[config.mk]
export PLATFORM = sky130hd
export DESIGN_NAME = f_le_arbiter
export DESIGN_NICKNAME = d
export VERILOG_FILES = /design/src/rtl/f_le_arbiter_pkg.sv /design/src/rtl/f_le_arbiter_rr_pick.sv /design/src/rtl/f_le_arbiter.sv
export SDC_FILE = /design/constraint.sdc
export NUM_CORES = 1
export LEC_CHECK = 0
export BUFFER_PORTS_ARGS = -buffer_cell sky130_fd_sc_hd__buf_4
export CORE_AREA = 2 2 153 155
export CTS_BUF_LIST = sky130_fd_sc_hd__clkbuf_2 sky130_fd_sc_hd__clkbuf_4 sky130_fd_sc_hd__clkbuf_8
export DETAILED_ROUTE_END_ITERATION = 6
export DIE_AREA = 0 0 155 157
export GPL_TIMING_DRIVEN = 0
export HOLD_SLACK_MARGIN = 0.02
export SYNTH_ARGS = -nofsm -noshare
export SYNTH_HDL_FRONTEND = slang
export SYNTH_SLANG_ARGS = --single-unit
[constraint.sdc]
create_clock -name clk -period 1.68 [get_ports clk]
set_input_delay 0.084 -clock clk [delete_from_list [all_inputs] [get_ports clk]]
set_output_delay 0.084 -clock clk [all_outputs]
set_load 0.02 [all_outputs]
[src/rtl/f_le_arbiter_pkg.sv]
// Shared float types and arbiter state encoding for the f_less_or_equal sharing logic.
package f_le_arbiter_pkg;

    localparam int unsigned FLEN = 64;

    typedef logic [FLEN-1:0] float_t;

    typedef enum logic [1:0] {
        IDLE = 2'd0,
        CMP  = 2'd1,
        RSP  = 2'd2
    } arb_state_t;

    // Index width for an N-entry requester set; never narrower than one bit.
    function automatic int unsigned idx_w(input int unsigned n);
        return (n > 1) ? $clog2(n) : 1;
    endfunction

endpackage

[src/rtl/f_le_arbiter_rr_pick.sv]
// Combinational round-robin picker with a force-owner override used while a lock is held.
module f_le_arbiter_rr_pick
    import f_le_arbiter_pkg::*;
#(
    parameter int unsigned N  = 2,
    parameter int unsigned IW = idx_w(N)
) (
    input  logic [N-1:0]  req_i,
    input  logic [IW-1:0] ptr_i,
    input  logic          force_en_i,
    input  logic [IW-1:0] force_idx_i,
    output logic [N-1:0]  gnt_o,
    output logic [IW-1:0] gnt_idx_o,
    output logic          gnt_valid_o
);

    always_comb begin
        int unsigned cand;
        cand        = 0;
        gnt_o       = '0;
        gnt_idx_o   = '0;
        gnt_valid_o = 1'b0;
        if (force_en_i) begin
            if (req_i[force_idx_i]) begin
                gnt_o[force_idx_i] = 1'b1;
                gnt_idx_o          = force_idx_i;
                gnt_valid_o        = 1'b1;
            end
        end else begin
            // First requester at or after the pointer, wrapping modulo N.
            for (int unsigned k = 0; k < N; k++) begin
                cand = (32'(ptr_i) + k) % N;
                if (!gnt_valid_o && req_i[IW'(cand)]) begin
                    gnt_o[IW'(cand)] = 1'b1;
                    gnt_idx_o        = IW'(cand);
                    gnt_valid_o      = 1'b1;
                end
            end
        end
    end

endmodule

[src/rtl/f_le_arbiter.sv]
// Shares one combinational f_less_or_equal comparator between N_REQ requesters with round-robin and lock.
module f_le_arbiter
    import f_le_arbiter_pkg::*;
#(
    parameter int unsigned N_REQ = 2
) (
    input  logic                        clk,
    input  logic                        rst_n,
    input  logic [N_REQ-1:0]            req_valid,
    input  logic [N_REQ-1:0]            req_lock,
    input  logic [N_REQ-1:0][FLEN-1:0]  req_a,
    input  logic [N_REQ-1:0][FLEN-1:0]  req_b,
    output logic [N_REQ-1:0]            req_ready,
    output logic [N_REQ-1:0]            rsp_valid,
    output logic                        rsp_res,
    output logic                        rsp_err,
    output logic                        busy,
    output float_t                      f_le_a,
    output float_t                      f_le_b,
    input  logic                        f_le_res,
    input  logic                        f_le_err
);

    localparam int unsigned IW = idx_w(N_REQ);

    arb_state_t       state_q, state_d;
    logic [IW-1:0]    rr_ptr_q, rr_ptr_d;
    logic [IW-1:0]    owner_q, owner_d;
    logic [IW-1:0]    lock_owner_q, lock_owner_d;
    logic             lock_q, lock_d;
    logic [N_REQ-1:0] rsp_valid_q, rsp_valid_d;
    logic             rsp_res_q, rsp_res_d;
    logic             rsp_err_q, rsp_err_d;
    logic             busy_q, busy_d;
    float_t           a_q, a_d;
    float_t           b_q, b_d;

    logic [N_REQ-1:0] gnt;
    logic [IW-1:0]    gnt_idx;
    logic             gnt_valid;
    logic             accept_c;

    f_le_arbiter_rr_pick #(
        .N  (N_REQ),
        .IW (IW)
    ) u_rr_pick (
        .req_i       (req_valid),
        .ptr_i       (rr_ptr_q),
        .force_en_i  (lock_q),
        .force_idx_i (lock_owner_q),
        .gnt_o       (gnt),
        .gnt_idx_o   (gnt_idx),
        .gnt_valid_o (gnt_valid)
    );

    // One op in flight: a new compare may start in IDLE or alongside the response.
    assign accept_c  = (state_q != CMP) && gnt_valid;
    assign req_ready = accept_c ? gnt : '0;

    always_comb begin
        state_d      = state_q;
        rr_ptr_d     = rr_ptr_q;
        owner_d      = owner_q;
        lock_owner_d = lock_owner_q;
        lock_d       = lock_q;
        rsp_valid_d  = '0;
        rsp_res_d    = rsp_res_q;
        rsp_err_d    = rsp_err_q;
        a_d          = a_q;
        b_d          = b_q;

        unique case (state_q)
            CMP: begin
                rsp_res_d   = f_le_res;
                rsp_err_d   = f_le_err;
                rsp_valid_d = N_REQ'(1) << owner_q;
                state_d     = RSP;
            end
            default: state_d = IDLE;
        endcase

        if (accept_c) begin
            a_d     = req_a[gnt_idx];
            b_d     = req_b[gnt_idx];
            owner_d = gnt_idx;
            state_d = CMP;
            // A locked sequence counts as a single round-robin turn.
            if (req_lock[gnt_idx]) begin
                lock_d       = 1'b1;
                lock_owner_d = gnt_idx;
            end else begin
                lock_d   = 1'b0;
                rr_ptr_d = (gnt_idx == IW'(N_REQ - 1)) ? '0 : gnt_idx + IW'(1);
            end
        end

        busy_d = (state_d != IDLE) || lock_d;
    end

    always_ff @(posedge clk) begin
        if (!rst_n) begin
            state_q      <= IDLE;
            rr_ptr_q     <= '0;
            owner_q      <= '0;
            lock_owner_q <= '0;
            lock_q       <= 1'b0;
            rsp_valid_q  <= '0;
            rsp_res_q    <= 1'b0;
            rsp_err_q    <= 1'b0;
            busy_q       <= 1'b0;
            a_q          <= '0;
            b_q          <= '0;
        end else begin
            state_q      <= state_d;
            rr_ptr_q     <= rr_ptr_d;
            owner_q      <= owner_d;
            lock_owner_q <= lock_owner_d;
            lock_q       <= lock_d;
            rsp_valid_q  <= rsp_valid_d;
            rsp_res_q    <= rsp_res_d;
            rsp_err_q    <= rsp_err_d;
            busy_q       <= busy_d;
            a_q          <= a_d;
            b_q          <= b_d;
        end
    end

    assign rsp_valid = rsp_valid_q;
    assign rsp_res   = rsp_res_q;
    assign rsp_err   = rsp_err_q;
    assign busy      = busy_q;
    assign f_le_a    = a_q;
    assign f_le_b    = b_q;

endmodule
==> flow_summary.toml <==
[floorplan]
ioPinCount = 399
rows = 55
die-height_um = 157
core_sq_mm = 0.0225
die_w_um = 155
initial_core_util_pct = 25.7
die_area_sq_mm = 0.0243

[run]
drv_cap = 0

[yosys]
synth_largest_area_cell = "sky130_fd_sc_hd__dfxtp_1"
netlist_instances = 764
synth_top_cells_by_area = "sky130_fd_sc_hd__dfxtp_1 (48%), sky130_fd_sc_hd__nand2_1 (17%), sky130_fd_sc_hd__a31oi_1 (14%)"
yosys_warnings = 0
yosysTopAreaCellShare_pct = 48.0
ys_ff_latch = 139
synth.lib_cells_used.distinct = 27
synth.yosys.seq_area_share_pct = 48.0
syn-num-nets = 1028
syn_area_per_cell_sq_um = 7.58
synth_area_sq_mm = 0.00579

[layout]
summed_area_of_non_filler_cells_in_the_final_layout_sq_mm = 0.0128
final-instance-count-excl-fill = 1761
nNetsFinal = 1725
mostFrequentLayoutCells = "sky130_fd_sc_hd__buf_4 (423), sky130_fd_sc_hd__nand2_1 (263), sky130_fd_sc_hd__dlygate4sd3_1 (263), sky130_fd_sc_hd__dfxtp_1 (136), sky130_fd_sc_hd__a31oi_1 (128)"
layout.cells.most_common = "sky130_fd_sc_hd__buf_4"
final_layout_size_suffix_gt1_share_pct = 37.0
synthToLayoutAreaGrowth_pct = 122

[routing]
route.vias.total = 8653
drt_first_pass_iters = 5
drtIter0Drc = 565
final_routed_wirelength_across_all_metal_layers_um = 31400
detail_route.wl_per_cell_um = 17.9
vias_per_cell = 4.91
postRouteAntennaNets = 0
drc_errors = 0

[power]
power.density_cell_area_mw_per_mm2 = 914
power_frac_seq_pct = 34.7
netSwitchingPower_uw = 4060
vdd_ir_drop_max_mv = 0.410
switching_share_pct = 34.6
pwr-share-comb_pct = 38.9
finalPower_uw = 11700
share_clk_of_total_power_pct = 26.4
internal_power_uw = 7680
static-leakage-power_uw = 0.00590

[critical_path]
crit_required_ns = 1.60
crit_path_launch_type = "register"
worst_setup_path_end_kind = "output pin"
critical_path_peak_fanout = 6
critPathLaunch = "lock_q"
worst_r2r_startpoint = "lock_q"
worst-endpoint-arrival_ns = 1.77
timing_worst_setup_path_type = "reg -> out"

[global_route]
grt_first_pass_wirelength_um = 45800
groute.usage.overall_pct = 24.1
antenna_found_initial = 1
grt_remaining_overflow = 0
first_global_vias = 8622
largest_net_degree_at_the_start_of_global_routing = 17

[sta]
final.setup.worst_slack_ns = -0.177
highest_attainable_clock_frequency_mhz = 538
period_needed_ns = 1.86
slew_at_the_pin_closest_to_its_max_slew_limit_ns = 0.910
timing.clock.skew_ns = 0.0199
layout_worst_path_cycle_share_pct = 111
timing.final.setup_violations = 124
finalHoldViolCount = 0
grt_setup_unrepaired = "true"
timing_max_transition_violations_final = 0
timing.slew.headroom_pct = 39.3

[min_path]
hold_class = "in -> reg"
min_delay_startpoint = "rst_n"

[clock_tree]
clock_sink_count = 139
htree_num_levels = 4
clkSlewWorstSetupHoldPaths_ns = 0.09
cts_max_path_buffers = 2
cts_tree = "done"
clock_insertion_delay_worst_skew_ns = 0.45
cts_bufs_inserted = 17
clk_root_buffer_cell = "sky130_fd_sc_hd__clkbuf_8"

[outcome]
failed_checks = "negative setup slack"
outcome = "complete, but fails checks"

[place]
placement.io_buffers = 397
hpwl_um = 19800
gp_routability_congestion = 0.865
placed_cells_incl_taps = 1446
post_placement_cell_area_sq_mm = 0.00913
## per-layer routing
metal | routed length [um] | GRT usage, % | part of all wire, %
met5 | 0 | 0 | 0
met4 | 1400 | 12.0 | 4.5
met2 | 15600 | 41.5 | 50
met1 | 12400 | 27.9 | 39
met3 | 2040 | 6.14 | 6.5
## cell families after synthesis
logic type | synth area share (%)
compound gates | 26.9
simple gates | 18.7
buf+inv | 6.42
flops | 48.0
## final timing paths
path                            depth (start not counted)  slack (ns)      endpoint
worst min-delay path                                    3        0.08    f_le_a[11]
worst max register to register                          7       -0.16    f_le_a[60]
worst min register to register                          1        0.43  rsp_valid[0]
worst max-delay path                                    5       -0.18  req_ready[1]
## through the flow
stage                     setup TNS, ns  worst slack (ns)  hold slack [ns]  util, %
after floorplan                       0            0.0224            0.224        -
after global routing             -17.49            -0.234           0.0948     57.1
after detailed placement         -30.53            -0.348            0.360     40.6
after CTS                         -9.84            -0.210           0.0654     55.4
final                             -8.25            -0.177           0.0827     57.1
after global placement           -28.34            -0.348            0.355     40.6
## state kept, by name, indices dropped and copies added (netlist names)
register and flops:
rsp_valid 2, rsp_res 1, owner_q 1, lock_q 1
f_le_b 64, rsp_err 1, state_q 2, f_le_a 64
rr_ptr_q 1, lock_owner_q 1, busy 1
## worst max-delay path: stages (launching register included)
cell and delay, ns:
sky130_fd_sc_hd__dfxtp_4 0.36, sky130_fd_sc_hd__or3b_4 0.38, sky130_fd_sc_hd__and3_4 0.18, sky130_fd_sc_hd__buf_12 0.13, sky130_fd_sc_hd__and2_4 0.15, sky130_fd_sc_hd__buf_6 0.13
## layout make-up
class	count	area [sq um]
inverter	3	11.3
tap	285	357
multi-input combinational	549	2810
buffer	71	546
antenna	2	5.00
timing repair buffer	680	5890
clock inverter	13	189
sequential	139	2790
clock buffer	19	249
fill	1896	9660
## timing repair
action | 4_1_cts | 5_1_grt
endpoints found under the hold margin | 134 | 0
setup endpoints to repair | 134 | 132
gates cloned | 2 | 5
buffers inserted | 8 | 5
pin swaps | 4 | 4
hold buffers | 263 | 0
gates resized for setup | 61 | 118
## synthesized netlist by cell type
library cell / instances
sky130_fd_sc_hd__a31oi_1: 129
sky130_fd_sc_hd__nor2_1: 2
sky130_fd_sc_hd__a21bo_2: 1
sky130_fd_sc_hd__buf_6: 1
sky130_fd_sc_hd__dfxtp_1: 139
sky130_fd_sc_hd__buf_2: 27
sky130_fd_sc_hd__o41a_1: 1
sky130_fd_sc_hd__a21oi_1: 2
sky130_fd_sc_hd__a21boi_0: 2
sky130_fd_sc_hd__a211oi_2: 1
sky130_fd_sc_hd__and3_1: 2
sky130_fd_sc_hd__nand2b_1: 2
sky130_fd_sc_hd__nand2_1: 264
sky130_fd_sc_hd__nor2b_1: 3
sky130_fd_sc_hd__a311oi_1: 1
sky130_fd_sc_hd__inv_1: 3
sky130_fd_sc_hd__nand3_1: 1
sky130_fd_sc_hd__a221oi_2: 1
sky130_fd_sc_hd__or3b_1: 1
sky130_fd_sc_hd__and2_1: 3
sky130_fd_sc_hd__clkbuf_1: 33
sky130_fd_sc_hd__o311ai_1: 1
sky130_fd_sc_hd__buf_4: 12
sky130_fd_sc_hd__o21a_1: 1
sky130_fd_sc_hd__nand4_1: 1
sky130_fd_sc_hd__o21ai_1: 21
sky130_fd_sc_hd__o21ai_0: 109
## power groups by stage
stage / clock (uW) / combinational, uW / sequential [uW]
2_1_floorplan: 0 / 1200 / 4630
3_3_place_gp: 0 / 3490 / 4080
3_5_place_dp: 0 / 3490 / 4090
4_1_cts: 3170 / 4230 / 4020
5_1_grt: 3320 / 4880 / 4120
6_report: 3110 / 4570 / 4070
No activity file was read; power rests on OpenSTA's default activity.
